$ cat config.mk
export PLATFORM = sky130hd
export DESIGN_NAME = convolution_coprocessor_mac_core
export DESIGN_NICKNAME = d
export VERILOG_FILES = /design/src/rtl/convolution_coprocessor_mac_core.sv
export SDC_FILE = /design/constraint.sdc
export NUM_CORES = 1
export LEC_CHECK = 0
export BUFFER_PORTS_ARGS = -buffer_cell sky130_fd_sc_hd__buf_2
export CAP_MARGIN = 10
export CORE_ASPECT_RATIO = 1.25
export CORE_MARGIN = 2
export CORE_UTILIZATION = 25
export CTS_CLUSTER_SIZE = 28
export DETAILED_ROUTE_END_ITERATION = 8
export PLACE_DENSITY = 0.39
export SLEW_MARGIN = 30
export SYNTH_ARGS = -nofsm -noshare
export SYNTH_HDL_FRONTEND = slang
export SYNTH_SLANG_ARGS = --single-unit
$ cat constraint.sdc
create_clock -name clk -period 4.35 [get_ports clk]
set_input_delay 0.435 -clock clk [delete_from_list [all_inputs] [get_ports clk]]
set_output_delay 0.435 -clock clk [all_outputs]
set_load 0.02 [all_outputs]
$ cat src/rtl/convolution_coprocessor_mac_core.sv
// Convolution coprocessor MAC core: z[n] = sum_k x[k]*y[n-k], streamed to the result memory.
// Optional build macro CONV_SATURATE_EN: clamp each written z[n] to 2**OUT_WIDTH-1
// instead of truncating it to OUT_WIDTH bits.
// Memory read data is sampled one clock after the registered address is presented.
module convolution_coprocessor_mac_core #(
    parameter int unsigned DATA_WIDTH = 8,
    parameter int unsigned ADDR_WIDTH = 5,
    parameter int unsigned OUT_WIDTH  = 16
) (
    input  logic                  clk,
    input  logic                  rstn,
    input  logic                  start_i,
    input  logic [ADDR_WIDTH:0]   sizex_i,
    input  logic [ADDR_WIDTH:0]   sizey_i,
    output logic [ADDR_WIDTH-1:0] memx_addr_o,
    input  logic [DATA_WIDTH-1:0] memx_data_i,
    output logic [ADDR_WIDTH-1:0] memy_addr_o,
    input  logic [DATA_WIDTH-1:0] memy_data_i,
    output logic                  res_we_o,
    output logic [ADDR_WIDTH:0]   res_addr_o,
    output logic [OUT_WIDTH-1:0]  res_data_o,
    output logic                  busy_o,
    output logic                  done_o
);

    localparam int unsigned ACC_WIDTH = 2 * DATA_WIDTH + ADDR_WIDTH + 1;
    localparam int unsigned SZ_WIDTH  = ADDR_WIDTH + 1;
    localparam int unsigned N_WIDTH   = ADDR_WIDTH + 2;

    typedef enum logic [2:0] {
        S_IDLE  = 3'd0,
        S_INIT  = 3'd1,
        S_READ  = 3'd2,
        S_MAC   = 3'd3,
        S_WRITE = 3'd4,
        S_DONE  = 3'd5
    } state_t;

    state_t                r_state;
    logic [SZ_WIDTH-1:0]   r_sizex;
    logic [SZ_WIDTH-1:0]   r_sizey;
    logic [SZ_WIDTH-1:0]   r_n;
    logic [SZ_WIDTH-1:0]   r_k;
    logic [ACC_WIDTH-1:0]  r_acc;
    logic [ADDR_WIDTH-1:0] r_memx_addr;
    logic [ADDR_WIDTH-1:0] r_memy_addr;
    logic                  r_res_we;
    logic [SZ_WIDTH-1:0]   r_res_addr;
    logic [OUT_WIDTH-1:0]  r_res_data;
    logic                  r_busy;
    logic                  r_done;

    logic [N_WIDTH-1:0]    w_n_p1;
    logic [SZ_WIDTH-1:0]   w_kmin;
    logic [SZ_WIDTH-1:0]   w_kmax;
    logic [SZ_WIDTH-1:0]   w_k_nxt;
    logic [SZ_WIDTH-1:0]   w_last;
    logic [ACC_WIDTH-1:0]  w_prod;
    logic [ACC_WIDTH-1:0]  w_acc_sum;
    logic [OUT_WIDTH-1:0]  w_res;

    // Term range for the current n and the index of the final output sample
    assign w_n_p1    = N_WIDTH'(r_n) + N_WIDTH'(1);
    assign w_kmin    = (w_n_p1 > N_WIDTH'(r_sizey)) ? SZ_WIDTH'(w_n_p1 - N_WIDTH'(r_sizey)) : '0;
    assign w_kmax    = (r_n < r_sizex) ? r_n : (r_sizex - SZ_WIDTH'(1));
    assign w_k_nxt   = r_k + SZ_WIDTH'(1);
    assign w_last    = SZ_WIDTH'(N_WIDTH'(r_sizex) + N_WIDTH'(r_sizey) - N_WIDTH'(2));

    // Product of the samples addressed last cycle, added into the running sum
    assign w_prod    = ACC_WIDTH'(memx_data_i) * ACC_WIDTH'(memy_data_i);
    assign w_acc_sum = r_acc + w_prod;

`ifdef CONV_SATURATE_EN
    // Clamp sums that do not fit the result word
    assign w_res = (w_acc_sum > ACC_WIDTH'({OUT_WIDTH{1'b1}})) ? {OUT_WIDTH{1'b1}}
                                                                : w_acc_sum[OUT_WIDTH-1:0];
`else
    // Keep the low result bits of the sum
    assign w_res = w_acc_sum[OUT_WIDTH-1:0];
`endif

    // Control FSM with the accumulator, address and result registers
    always_ff @(posedge clk or negedge rstn) begin
        if (!rstn) begin
            r_state     <= S_IDLE;
            r_sizex     <= '0;
            r_sizey     <= '0;
            r_n         <= '0;
            r_k         <= '0;
            r_acc       <= '0;
            r_memx_addr <= '0;
            r_memy_addr <= '0;
            r_res_we    <= 1'b0;
            r_res_addr  <= '0;
            r_res_data  <= '0;
            r_busy      <= 1'b0;
            r_done      <= 1'b0;
        end else begin
            r_res_we <= 1'b0;
            r_done   <= 1'b0;
            case (r_state)
                S_IDLE: begin
                    if (start_i) begin
                        r_sizex <= sizex_i;
                        r_sizey <= sizey_i;
                        r_busy  <= 1'b1;
                        r_state <= S_INIT;
                    end
                end
                S_INIT: begin
                    r_n <= '0;
                    if ((r_sizex == '0) || (r_sizey == '0)) begin
                        r_busy  <= 1'b0;
                        r_done  <= 1'b1;
                        r_state <= S_DONE;
                    end else begin
                        r_state <= S_READ;
                    end
                end
                S_READ: begin
                    r_k         <= w_kmin;
                    r_memx_addr <= ADDR_WIDTH'(w_kmin);
                    r_memy_addr <= ADDR_WIDTH'(r_n - w_kmin);
                    r_acc       <= '0;
                    r_state     <= S_MAC;
                end
                S_MAC: begin
                    r_acc <= w_acc_sum;
                    if (r_k == w_kmax) begin
                        r_res_we   <= 1'b1;
                        r_res_addr <= r_n;
                        r_res_data <= w_res;
                        r_state    <= S_WRITE;
                    end else begin
                        r_k         <= w_k_nxt;
                        r_memx_addr <= ADDR_WIDTH'(w_k_nxt);
                        r_memy_addr <= ADDR_WIDTH'(r_n - w_k_nxt);
                    end
                end
                S_WRITE: begin
                    if (r_n == w_last) begin
                        r_busy  <= 1'b0;
                        r_done  <= 1'b1;
                        r_state <= S_DONE;
                    end else begin
                        r_n     <= r_n + SZ_WIDTH'(1);
                        r_state <= S_READ;
                    end
                end
                S_DONE: begin
                    r_state <= S_IDLE;
                end
                default: begin
                    r_state <= S_IDLE;
                end
            endcase
        end
    end

    assign memx_addr_o = r_memx_addr;
    assign memy_addr_o = r_memy_addr;
    assign res_we_o    = r_res_we;
    assign res_addr_o  = r_res_addr;
    assign res_data_o  = r_res_data;
    assign busy_o      = r_busy;
    assign done_o      = r_done;

endmodule

==> results.py <==
metrics = {
    "critical_path": {
        "rrSetupSlack_ns": 0.21,
        "worst_setup_path_start_kind": "input pin",
        "crit_type": "input pin to flop",
        "crit_top_cell": "buf_4",
        "r2r_cells": 17,
        "crit_path_end_kind": "flop",
        "worstReg2RegStart": "r_acc[4]",
        "crit_path_max_fanout": 6,
        "slowest_delay_ns": 0.58,
        "crit_buf_inv": 5,
        "crit_chain": "buf_4 -> buf_4 -> and2_1 -> fa_2 -> fa_2 -> fa_1 -> inv_1 -> fa_1 -> inv_1 -> ha_4 -> buf_4 -> nand2_1 -> a21oi_2 -> or4_4 -> o211ai_1 -> mux2_4",
        "crit_family": "adder cells",
        "crit_arrival_ns": 4.45,
        "crit_slowest_cell": "fa_2",
        "required_ns": 4.63,
        "timing.rr.end": "res_data_o[11]",
    },
    "synthesis": {
        "yosys-top-cells-area": "dfrtp_1 (27%), fa_1 (16%), ha_1 (11%)",
        "ys_types": 56,
        "yosysTopAreaCell": "dfrtp_1",
        "async_reset_ff_frac": 1.000,
        "yosysSeqAreaShare": 0.2696,
        "ys_seq_elements": 73,
        "synth_edf_count": 0,
        "synthesis.nets": 848,
        "synth_area_per_cell_sq_um": 9.651,
        "synth_common_cells": "inv_1 (140), dfrtp_1 (73), nand2_1 (65), ha_1 (62), fa_1 (53)",
        "syn_area_sq_mm": 0.006775,
        "ys_warn_count": 0,
        "synth_top_area_frac": 0.2696,
        "synthCells": 702,
        "yosysMostFrequentCell": "inv_1",
        "synth_top_flop_cell": "dfrtp_1",
    },
    "power_and_ir_drop": {
        "p_sw_frac": 0.4453,
        "pwr-share-clk": 0.114,
        "max-vdd-ir-drop_mv": 0.3312,
        "p_int_mw": 4.025,
        "totalPowerFinal_mw": 7.255,
        "p_comb_frac": 0.725,
        "power_density_mw_per_mm2": 865.1,
        "power.share.sequential": 0.161,
        "power_switching_mw": 3.230,
        "power_leakage_nw": 4.185,
    },
    "clock_tree": {
        "numCtsBuffers": 9,
        "clkSinkCount": 73,
        "cts_tree": "yes",
        "clkTransAtPathRegs_ns": 0.06,
        "htree_levels": 3,
        "clk-insertion-delay-late_ns": 0.34,
        "root_buffer": "clkbuf_16",
        "postCtsHoldBufs": 0,
        "cts_buffer_depth": 2,
    },
    "sta": {
        "max_freq_mhz": 240.2,
        "clock_skew_ns": 0.008110,
        "hold_viol": 0,
        "min_period_ns": 4.164,
        "tightest_slew_ns": 0.7821,
        "max_slew_margin": 0.4786,
        "rsz0062_at_grt": "true",
        "finalCritPeriodShare": 0.9573,
        "slew_viol_final": 0,
        "finalSetupViolCount": 0,
    },
    "grt": {
        "grt_pass1_wl_um": 30500,
        "met2_usage": 0.2503,
        "met3_usage": 0.01873,
        "antenna_found_initial": 0,
        "use_met1": 0.1726,
        "grt_max_degree": 41,
        "grt_pass1_vias": 5630,
        "grt_overflow": 0,
        "top_usage_layer": "met2",
        "grt_util_all_layers": 0.1391,
    },
    "finish": {
        "diodes": 0,
        "regArea_sq_mm": 0.001827,
        "area_growth_pct": 23.79,
        "multi_input_area_sq_mm": 0.004448,
        "drive_above_1_share": 0.2497,
        "layout.cells.non_filler": 1170,
        "n_fill_cell": 2816,
        "fin_util": 0.3136,
        "fin_nets": 966,
    },
    "detailed_routing": {
        "ant_nets": 0,
        "wl_per_cell_um": 15.55,
        "vias": 5062,
        "vias_per_cell": 4.326,
        "first_pass_iters": 4,
        "drc_errors": 0,
        "wl_um": 18190,
        "drt_iter0_drc": 178,
    },
    "die": {
        "rows": 67,
        "ioPinCount": 66,
        "die_w_um": 151.2,
        "die_h_um": 188.1,
        "coreArea_sq_mm": 0.02674,
        "initial_core_util": 0.2534,
        "dieArea_sq_mm": 0.02844,
    },
    "job": {
        "max_cap_violations": 0,
    },
    "placed_design": {
        "port_buffers": 65,
        "place_congestion": 0.7694,
        "dp.cells": 1154,
        "dpl.hpwl_um": 14840,
    },
    "run_status": {
        "status": "completed",
    },
    "worst_hold_path": {
        "min-delay-path-class": "input pin to async pin",
    },
}
## worst reg2reg max path, cell delays in order, from the launching register on
cell	delay (ns)
dfrtp_1	0.39
inv_2	0.08
fa_1	0.45
fa_1	0.52
inv_1	0.04
ha_1	0.27
inv_1	0.06
fa_1	0.42
buf_4	0.15
fa_1	0.44
nor2b_1	0.15
o21ai_2	0.08
a21boi_2	0.16
o21ai_2	0.09
and2_1	0.19
o21ai_2	0.16
xor2_1	0.10
mux2_4	0.27
## how the worst max path moves through the flow
| stage | start | endpoint | cells after the start |
|---|---|---|---|
| after floorplan | memx_data_i[4] | res_data_o[15] | 15 |
| after global placement | memx_data_i[4] | res_data_o[15] | 17 |
| after detailed placement | memy_data_i[1] | res_data_o[11] | 18 |
| after CTS | memx_data_i[1] | res_data_o[15] | 16 |
| after global routing | r_acc[4] | res_data_o[14] | 19 |
| final | memx_data_i[2] | res_data_o[15] | 16 |
## power by group through the flow
stage | clock (mW) | sequential (mW) | combinational, mW
global route | 0.889 | 1.21 | 6.00
CTS | 0.859 | 1.17 | 5.10
finish | 0.826 | 1.17 | 5.26
global placement | 0 | 1.19 | 4.97
detailed placement | 0 | 1.18 | 4.95
floorplan | 0 | 1.24 | 3.32
## flip-flops by register name, summed over array words and instances (netlist names)
register     count
res_we_o         1
r_state          3
r_acc           16
r_k              6
res_data_o      16
done_o           1
busy_o           1
r_sizey          6
r_sizex          6
res_addr_o       6
memy_addr_o      5
r_n              6
## placed cells by master (no fill, tap or decap), drive strengths merged, types with 25 or more instances in the layout
cell and count:
and2 34, buf 125, dfrtp 73, fa 53, ha 62, inv 141, mux2 25, nand2 66
o21ai 30, xnor2 34
## cells by family (layout without fill, tap and decap cells)
kind of cell,Yosys count,after routing,share of synthesized area
xor gates and xnor gates,46,46,0.05946
DFF,73,73,0.2696
muxes,37,37,0.06981
buffers and inverters,160,283,0.09658
adders and majority gates,115,115,0.2711
AOI/OAI and AO/OA,112,112,0.1132
and+or+nand+nor,159,159,0.1202
## metal layers
metal	share of wire	wire length, um
met5	0	0
met4	0.014	259
met3	0.025	463
met2	0.53	9575
met1	0.43	7892
## stage by stage
stage                     hold WS (ns)  setup WS [ns]  cell area (sq um)    TNS, ns
final                           0.1025         0.1859               8387          0
after global routing            0.1318      -0.005427               8387  -0.005427
after CTS                       0.1075       0.006171               8255          0
after detailed placement        0.4745        -0.4445               7896     -4.767
after global placement          0.4608        -0.4848               7896     -4.621
after floorplan                 0.1394        0.02524               6775          0
## layout make-up
cell class / count / share of cell area
inverters: 140 / 0.06266
multi-input cells: 469 / 0.5304
clock buffers: 10 / 0.02730
clock inverters: 6 / 0.01089
repair buffers: 127 / 0.09951
well taps: 345 / 0.05147
flip-flops and latches: 73 / 0.2178
## timing repair
item                       CTS  global route
setup endpoints to repair   14            14
buffers inserted             2             0
pin swaps                    7            26
resized for setup           11            35
No activity file was read; power rests on OpenSTA's default activity.
